### src/rtl/regfile_reader_pkg.sv
// regfile_pkg: shared register-file geometry, entry/address types and reader FSM states.
package regfile_pkg;
   localparam int REGFILE_DATA_W = 4;
   localparam int REGFILE_ADDR_W = 3;
   localparam int REGFILE_DEPTH = 8;
   typedef logic [REGFILE_DATA_W-1:0] rf_data_t;
   typedef logic [REGFILE_ADDR_W-1:0] rf_addr_t;
   typedef enum logic [1:0] {IDLE, FETCH, PRESENT, DONE} reader_state_t;
endpackage

### src/rtl/regfile_reader_if.sv
// regfile_reader_if: register-file read port plus the downstream valid/ready entry stream.
interface regfile_reader_if #(
   parameter int DATA_W = 4,
   parameter int ADDR_W = 3
);
   logic [ADDR_W-1:0] rd_addr;
   logic [DATA_W-1:0] rd_data;
   logic out_valid;
   logic out_ready;
   logic [DATA_W-1:0] out_data;
   logic [ADDR_W-1:0] out_addr;
   modport master (
      output rd_addr, out_valid, out_data, out_addr,
      input rd_data, out_ready
   );
   modport slave (
      input rd_addr, out_valid, out_data, out_addr,
      output rd_data, out_ready
   );
endinterface

### src/rtl/regfile_reader.sv
// regfile_reader: sweeps the register file in address order, streams entries over valid/ready, sums them.
// Define REGFILE_READER_SKIP_ZERO_EN to skip zero-valued entries instead of presenting them.
module regfile_reader
   import regfile_pkg::*;
#(
   parameter int DATA_W = REGFILE_DATA_W,
   parameter int ADDR_W = REGFILE_ADDR_W,
   parameter int DEPTH = REGFILE_DEPTH,
   parameter int SUM_W = DATA_W + ADDR_W
) (
   input  logic clk,
   input  logic rst,
   input  logic start,
   output logic busy,
   output logic done,
   output logic [SUM_W-1:0] sum,
   regfile_reader_if.master bus
);
   localparam logic [ADDR_W-1:0] LAST = ADDR_W'(DEPTH - 1);
   reader_state_t state_q, state_d;
   logic [ADDR_W-1:0] index_q, index_d, rd_addr_q, rd_addr_d, out_addr_q, out_addr_d;
   logic [DATA_W-1:0] out_data_q, out_data_d;
   logic [SUM_W-1:0] sum_q, sum_d;
   logic last;
   assign last = index_q == LAST;
   always_comb begin
      state_d = state_q;
      index_d = index_q;
      rd_addr_d = rd_addr_q;
      out_data_d = out_data_q;
      out_addr_d = out_addr_q;
      sum_d = sum_q;
      case (state_q)
         IDLE: if (start) begin
            state_d = FETCH;
            index_d = '0;
            rd_addr_d = '0;
            sum_d = '0;
         end
         FETCH: begin
            state_d = PRESENT;
            out_data_d = bus.rd_data;
            out_addr_d = index_q;
`ifdef REGFILE_READER_SKIP_ZERO_EN
            if (bus.rd_data == '0) begin
               state_d = last ? DONE : FETCH;
               out_data_d = out_data_q;
               out_addr_d = out_addr_q;
               index_d = last ? index_q : index_q + 1'b1;
               rd_addr_d = last ? rd_addr_q : index_q + 1'b1;
            end
`endif
         end
         PRESENT: if (bus.out_ready) begin
            // the last entry holds its index so rd_addr never wraps past DEPTH-1
            state_d = last ? DONE : FETCH;
            sum_d = sum_q + SUM_W'(out_data_q);
            index_d = last ? index_q : index_q + 1'b1;
            rd_addr_d = last ? rd_addr_q : index_q + 1'b1;
         end
         default: state_d = IDLE;
      endcase
   end
   always_ff @(posedge clk or posedge rst) begin
      if (rst) begin
         state_q <= IDLE;
         index_q <= '0;
         rd_addr_q <= '0;
         out_data_q <= '0;
         out_addr_q <= '0;
         sum_q <= '0;
      end else begin
         state_q <= state_d;
         index_q <= index_d;
         rd_addr_q <= rd_addr_d;
         out_data_q <= out_data_d;
         out_addr_q <= out_addr_d;
         sum_q <= sum_d;
      end
   end
   assign busy = state_q != IDLE;
   assign done = state_q == DONE;
   assign sum = sum_q;
   assign bus.rd_addr = rd_addr_q;
   assign bus.out_valid = state_q == PRESENT;
   assign bus.out_data = out_data_q;
   assign bus.out_addr = out_addr_q;
endmodule

### src/flat_wrapper.sv
// flat-port wrapper written by rule: the top's interface ports become plain ports
module regfile_reader_flat import regfile_pkg::*;
#(
   parameter int DATA_W = REGFILE_DATA_W,
   parameter int ADDR_W = REGFILE_ADDR_W,
   parameter int DEPTH = REGFILE_DEPTH,
   parameter int SUM_W = DATA_W + ADDR_W
)
  (clk, rst, start, busy, done, sum, bus_rd_addr, bus_out_valid, bus_out_data, bus_out_addr, bus_rd_data, bus_out_ready);
  regfile_reader_if #(.DATA_W(DATA_W), .ADDR_W(ADDR_W)) bus_i ();
  input  logic clk;
  input  logic rst;
  input  logic start;
  output logic busy;
  output logic done;
  output logic [SUM_W-1:0] sum;
  output wire logic [$bits(bus_i.rd_addr)-1:0] bus_rd_addr;
  output wire logic [$bits(bus_i.out_valid)-1:0] bus_out_valid;
  output wire logic [$bits(bus_i.out_data)-1:0] bus_out_data;
  output wire logic [$bits(bus_i.out_addr)-1:0] bus_out_addr;
  input wire logic [$bits(bus_i.rd_data)-1:0] bus_rd_data;
  input wire logic [$bits(bus_i.out_ready)-1:0] bus_out_ready;
  assign bus_rd_addr = bus_i.rd_addr;
  assign bus_out_valid = bus_i.out_valid;
  assign bus_out_data = bus_i.out_data;
  assign bus_out_addr = bus_i.out_addr;
  assign bus_i.rd_data = bus_rd_data;
  assign bus_i.out_ready = bus_out_ready;
  regfile_reader #(.DATA_W(DATA_W), .ADDR_W(ADDR_W), .DEPTH(DEPTH), .SUM_W(SUM_W)) u_core (.clk(clk), .rst(rst), .start(start), .busy(busy), .done(done), .sum(sum), .bus(bus_i));
endmodule
### config.mk
export PLATFORM = sky130hd
export DESIGN_NAME = regfile_reader_flat
export DESIGN_NICKNAME = d
export VERILOG_FILES = /design/src/rtl/regfile_reader_pkg.sv /design/src/rtl/regfile_reader_if.sv /design/src/rtl/regfile_reader.sv /design/src/flat_wrapper.sv
export SDC_FILE = /design/constraint.sdc
export NUM_CORES = 1
export LEC_CHECK = 0
export CELL_PAD_IN_SITES_DETAIL_PLACEMENT = 1
export CELL_PAD_IN_SITES_GLOBAL_PLACEMENT = 1
export CORE_ASPECT_RATIO = 2
export CORE_MARGIN = 1.5
export CORE_UTILIZATION = 35
export CTS_CLUSTER_DIAMETER = 60
export DETAILED_ROUTE_END_ITERATION = 8
export PLACE_DENSITY = 0.84
export SLEW_MARGIN = 5
export SYNTH_ARGS = -nofsm -noshare
export SYNTH_HDL_FRONTEND = slang
export SYNTH_SLANG_ARGS = --single-unit
### constraint.sdc
create_clock -name clk -period 2.3 [get_ports clk]
set_input_delay 0.46 -clock clk [delete_from_list [all_inputs] [get_ports clk]]
set_output_delay 0.46 -clock clk [all_outputs]
set_load 0.01 [all_outputs]
* After elaboration in Yosys (flattened, before gate mapping)
Index checks and enable logic that the tools add are counted.
** Cells by class
- Multiplexer cells :: 11
- Add/subtract/negate cells :: 2
- Multipliers :: 0
- Shift-type cells :: 0
- $lt $le $gt $ge :: 0
- Bitwise gates (word level) :: 0
- Eq/ne operators :: 7
- Reduce and logical (&&, ||, !) cells :: 6
- Div/mod/pow operators :: 0
** Operator list (count)
- 7-bit two-way mux :: 2
- 7-bit case mux with 2 select lines :: 1
- 3-bit two-way mux :: 3
- 7-bit by 4-bit adder with 7-bit output :: 1
- 2-bit two-way mux :: 3
- 2-bit case mux with 3 select lines :: 1
- 3-bit case mux with 2 select lines :: 1
- 2-bit equality test (second input constant) :: 2
- 2-bit != test (second input constant) :: 2
- 4-bit AND reduction :: 1
- 2-bit nonzero test :: 2
- 3-bit by 1-bit adder with 3-bit output (second input constant) :: 1
- 3-bit equality test (second input constant) :: 1
- 3-bit AND reduction :: 1
- 2-bit by 1-bit equality test with 1-bit output (second input constant) :: 1
- 2-bit logical NOT :: 1
- 2-bit by 1-bit != test with 1-bit output (second input constant) :: 1
- 2-bit AND reduction :: 1
** Word-level totals
- Flip-flop bits (word level) :: 19
- Bits in writable memories :: 0
- Memories :: 0
- Bits of input ports :: 8
- ROM bits :: 0
- Latch bits :: 0

* Depth between registers and ports, before layout
Gate-level depths: netlist (run 1).
- Word-level depth :: 4
- Mapped depth :: 6
- Depth with buffers taken out :: 6

* Worst setup path after synthesis (run 1)
No wires, ideal clock.
- Kind :: register -> register
- Start point :: register u_core.out_data_q[0], in the netlist u_core.bus.out_data[0]
- End point :: register u_core.sum_q[6], in the netlist u_core.sum[6]
- Library setup time :: 0.130 ns
- Cell stages (with the launch flop) :: 7
- Slack :: 0.527 ns
- Clock period less this slack :: 1.773 ns
- Data required time :: 2.170 ns
- Arrival time :: 1.643 ns
- Cells stage by stage :: dfrtp_1 ha_1 fa_1 a21o_1 a21oi_1 or4_1 a21boi_1
** On the way
- Word-level cells in the longest chain between the ends :: 3
** Ends and longest elaborated chain
- start, declared :: RTL line regfile_reader.sv:22 : logic [DATA_W-1:0] out_data_q, out_data_d;
- start signal, assigned :: RTL line regfile_reader.sv:76 : out_data_q <= out_data_d;
- 7-bit by 4-bit adder with 7-bit output :: RTL line regfile_reader.sv:57 : sum_d = sum_q + SUM_W'(out_data_q);
- 7-bit two-way mux :: RTL line regfile_reader.sv:54 : PRESENT: if (bus.out_ready) begin
- 7-bit case mux with 2 select lines :: RTL line regfile_reader.sv:33 : case (state_q)
- end signal, assigned :: RTL line regfile_reader.sv:78 : sum_q <= sum_d;
- end, declared :: RTL line regfile_reader.sv:23 : logic [SUM_W-1:0] sum_q, sum_d;
No other way between the ends. The select of a mux whose other input is x is not followed.
A chain may end at the register's enable or synchronous reset.

* Final worst setup path (run 1)
- Start point :: register u_core.state_q[1]
- End point :: output port bus_out_valid
** On the way
- Word-level cells in the longest chain between the ends :: 1
** Ends and longest elaborated chain
- start, declared :: RTL line regfile_reader.sv:20 : reader_state_t state_q, state_d;
- start signal, assigned :: RTL line regfile_reader.sv:73 : state_q <= state_d;
- 2-bit equality test :: RTL line regfile_reader.sv:85 : assign bus.out_valid = state_q == PRESENT;
- end, declared :: RTL line flat_wrapper.sv:18 : output wire logic [$bits(bus_i.out_valid)-1:0] bus_out_valid;
No other way between the ends.

==> impl_metrics.py, run 1 <==
metrics = {
    "status": {
        "status": "completed",
    },
    "logic_synthesis": {
        "ys_seq_elements": 19,
        "syn-cell-area_um2": 952.2,
        "synth_warnings": 0,
        "synth_top_area_share_pct": 49.93,
        "synth_area_leaders": "dfrtp_1 (50%), mux2_2 (9.5%), ha_1 (7.9%), a22o_1 (2.8%), a21o_1 (2.4%)",
        "synth_cells": 78,
        "yosysTopAreaCell": "dfrtp_1",
        "syn_area_per_cell_um2": 12.21,
        "seq_area_frac_synth_pct": 49.93,
        "synth.distinct_cells": 30,
        "synthesis.nets": 93,
    },
    "placed_design": {
        "place_congestion": 0.7541,
        "dp_hpwl_um": 1949,
        "io_buffers": 27,
    },
    "final_layout": {
        "drive_gt1_share_pct": 15.60,
        "multi_input_area_um2": 454.2,
        "fin_nets": 125,
        "antenna_cells": 0,
        "final_core_util_pct": 50.68,
        "seq_area_um2": 475.5,
        "nFillCells": 276,
        "area_delta_synth_final_pct": 36.79,
    },
    "floorplan": {
        "fp-row-count": 26,
        "die_h_um": 76.76,
        "coreArea_um2": 2570,
        "design.die.area_um2": 3061,
        "io_pins": 28,
        "initial_core_util_pct": 37.05,
        "die_w_um": 39.88,
    },
    "routing": {
        "drc_errors": 0,
        "vias": 751,
        "drt-pass1-iter-count": 2,
        "drtIter0Drc": 6,
        "ant_nets": 0,
        "drt_wl_total_um": 2409,
        "vias_per_cell": 5.482,
        "wl_per_cell_um": 17.58,
    },
    "setup_path": {
        "reg2reg_from": "u_core.bus.out_data[0]",
        "crit_type": "register to primary output",
        "endpoint": "bus_out_valid",
        "critPathSlowestCell": "clkdlybuf4s50_1",
        "path_depth": 2,
        "critPathLaunch": "u_core.state_q[1]",
        "crit_path_start_kind": "register",
        "slowest_delay_ps": 610,
        "crit_chain": "nor2b_1 > clkdlybuf4s50_1",
        "required_ps": 1840,
        "cp-end-kind": "primary output",
        "r2r-end": "u_core.sum[4]",
        "crit_buf_inv": 1,
        "worst-path-max-fanout": 6,
        "reg2reg_depth": 6,
        "cp.arrival_ps": 1630,
        "cp_top_family": "buffers and inverters",
        "r2r_slack_ps": 310,
    },
    "clock_tree": {
        "cts_resized": 0,
        "clock_tree.buffer_depth": 2,
        "path_clk_slew_ps": 70,
        "htreeDepth": 1,
        "cts_sinks": 19,
        "post-cts-setup-buffer-count": 0,
        "cts-root-buf": "clkbuf_8",
        "cts_made_buffers": 3,
        "clk_latency_ps": 260,
        "cts_tree": "built",
        "holdBufCountCts": 0,
    },
    "sta": {
        "finalCriticalPeriod_ps": 2095,
        "final_hold_viol_count": 0,
        "fin_crit_sh_pct": 91.08,
        "fin_skew_ps": 2.982,
        "drv_slew": 0,
        "fmax_mhz": 477.4,
        "worstMarginPinSlew_ps": 728.2,
        "rsz0062_at_grt": "no",
        "finalSetupViolCount": 0,
        "fin_tns_setup_ps": 0,
        "max_slew_margin_pct": 51.40,
    },
    "global_route": {
        "grt.overflow.total": 0,
        "use_met3_pct": 3.468,
        "grt.total_usage_pct": 18.81,
        "grt_max_degree": 20,
        "grtUsageMet2_pct": 32.90,
        "antenna_found_initial": 0,
        "grt_pass1_wl_um": 4008,
        "use_met1_pct": 20.79,
        "top_usage_layer": "met2",
        "grt_pass1_vias": 833,
    },
    "worst_hold_path": {
        "hold_path.class": "register to register",
    },
    "power": {
        "leakage_uw": 0.0006068,
        "power_density_nw_per_um2": 1340,
        "seqPwrFrac_pct": 33.8,
        "internal-power_uw": 1096,
        "p_sw_share_pct": 37.21,
        "peakVddDrop_uv": 635.3,
        "pwr-share-clk_pct": 13.6,
        "p_sw_uw": 649.5,
        "p_comb_share_pct": 52.6,
    },
    "flow_run": {
        "drv_cap": 0,
    },
}
registers in the layout (all words and copies together), names as in the netlist:
name,cells
u_core.bus.out_data,4
u_core.bus.out_addr,3
u_core.index_q,3
u_core.state_q,2
u_core.sum,7
area by class of cell:
type	instances	share of cell area, %
Inverter	2	0.5764
Multi-Input combinational cell	55	34.87
Sequential cell	19	36.50
Clock buffer	4	3.458
Timing Repair Buffer	29	21.90
Tap cell	28	2.690
placed cells by master, fill, tap and decap left out, types with 2 or more instances in the layout:
cell             Yosys  final
nor2_1               2      2
clkdlybuf4s50_1      0     27
clkbuf_8             0      3
nand3b_1             2      2
o211ai_1             2      2
ha_1                 6      6
dfrtp_1             19     19
o21ai_0              2      2
mux2_2               8      8
and2_1               2      2
nand2_1              6      6
a22o_1               3      3
a211oi_1             2      2
a21o_1               3      3
nor2b_1              2      2
buf_4                0      2
o31ai_1              3      3
per-layer routing:
layer / up-vias / wire (um)
met1: 384 / 872
li1: 344 / -
met4: 0 / 34
met5: - / 0
met2: 18 / 1442
met3: 5 / 60
power by group through the flow:
stage / registers (uW) / clock network, uW / logic, uW
4_1_cts: 595 / 239 / 934
3_3_place_gp: 590 / 0 / 868
5_1_grt: 614 / 259 / 996
2_1_floorplan: 618 / 0 / 476
6_report: 590 / 238 / 917
3_5_place_dp: 599 / 0 / 924
Yosys cell counts (all sizes together):
master / count
dfrtp: 19
mux2: 8
ha: 6
nand2: 6
a21o: 3
a22o: 3
and2: 3
o31ai: 3
a211oi: 2
inv: 2
nand3b: 2
nor2: 2
nor2b: 2
o211ai: 2
o21ai: 2
a21boi: 1
a21oi: 1
buf: 1
clkbuf: 1
fa: 1
mux2i: 1
nand2b: 1
o2bb2ai: 1
or2: 1
or2b: 1
or3b: 1
or4: 1
xnor2: 1
how the worst min path moves through the flow:
stage,from,endpoint,slack (ps),depth (start not counted)
floorplan,rst,u_core.bus.out_addr[0],410,1
global placement,u_core.sum[3],u_core.sum[3],490,2
detailed placement,u_core.bus.out_addr[1],u_core.bus.out_addr[1],500,1
CTS,u_core.bus.out_addr[1],u_core.bus.out_addr[1],520,1
global route,u_core.bus.out_addr[1],u_core.bus.out_addr[1],540,1
finish,u_core.bus.out_addr[1],u_core.bus.out_addr[1],520,1
stage by stage:
| step | setup WS (ps) | area (um^2) | power [uW] | instances | hold WS [ps] |
|---|---|---|---|---|---|
| 5_1_grt | 136.5 | 1303 | 1869 | 137 | 535.6 |
| 2_1_floorplan | 526.7 | 952.2 | 1094 | 78 | 411.1 |
| 4_1_cts | 218.4 | 1303 | 1768 | 137 | 520.9 |
| 3_3_place_gp | 146.4 | 1257 | 1458 | 133 | 493.7 |
| 3_5_place_dp | 108.0 | 1257 | 1523 | 133 | 501.2 |
| 6_report | 205.2 | 1303 | 1746 | 137 | 518.0 |
logic make-up (layout without fill, tap and decap cells):
family                   after synthesis  in the layout  synth area share, %
flip-flops                            19             19                49.93
adder cells (fa/ha/maj)                7              7                9.987
XOR/XNOR                               1              1               0.9200
multiplexers                           9              9                10.51
AND/OR/NAND/NOR                       20             20                12.35
buffers and inverters                  4             35                2.364
AO/OA/AOI/OAI                         18             18                13.93
worst reg2reg max path: cells and delay by family (launching register included):
family	cells	cell delay, ps
AO/OA/AOI/OAI	4	780
adder cells (fa/ha/maj)	2	690
flip-flops	1	410
Power figures use the tool's default switching activity.
==> run 2: changes to the inputs <==
Settings changed: SLEW_MARGIN 5 to unset.
==> results of run 2 <==
The final DEF is identical to that of run 1; final timing and power are the same.
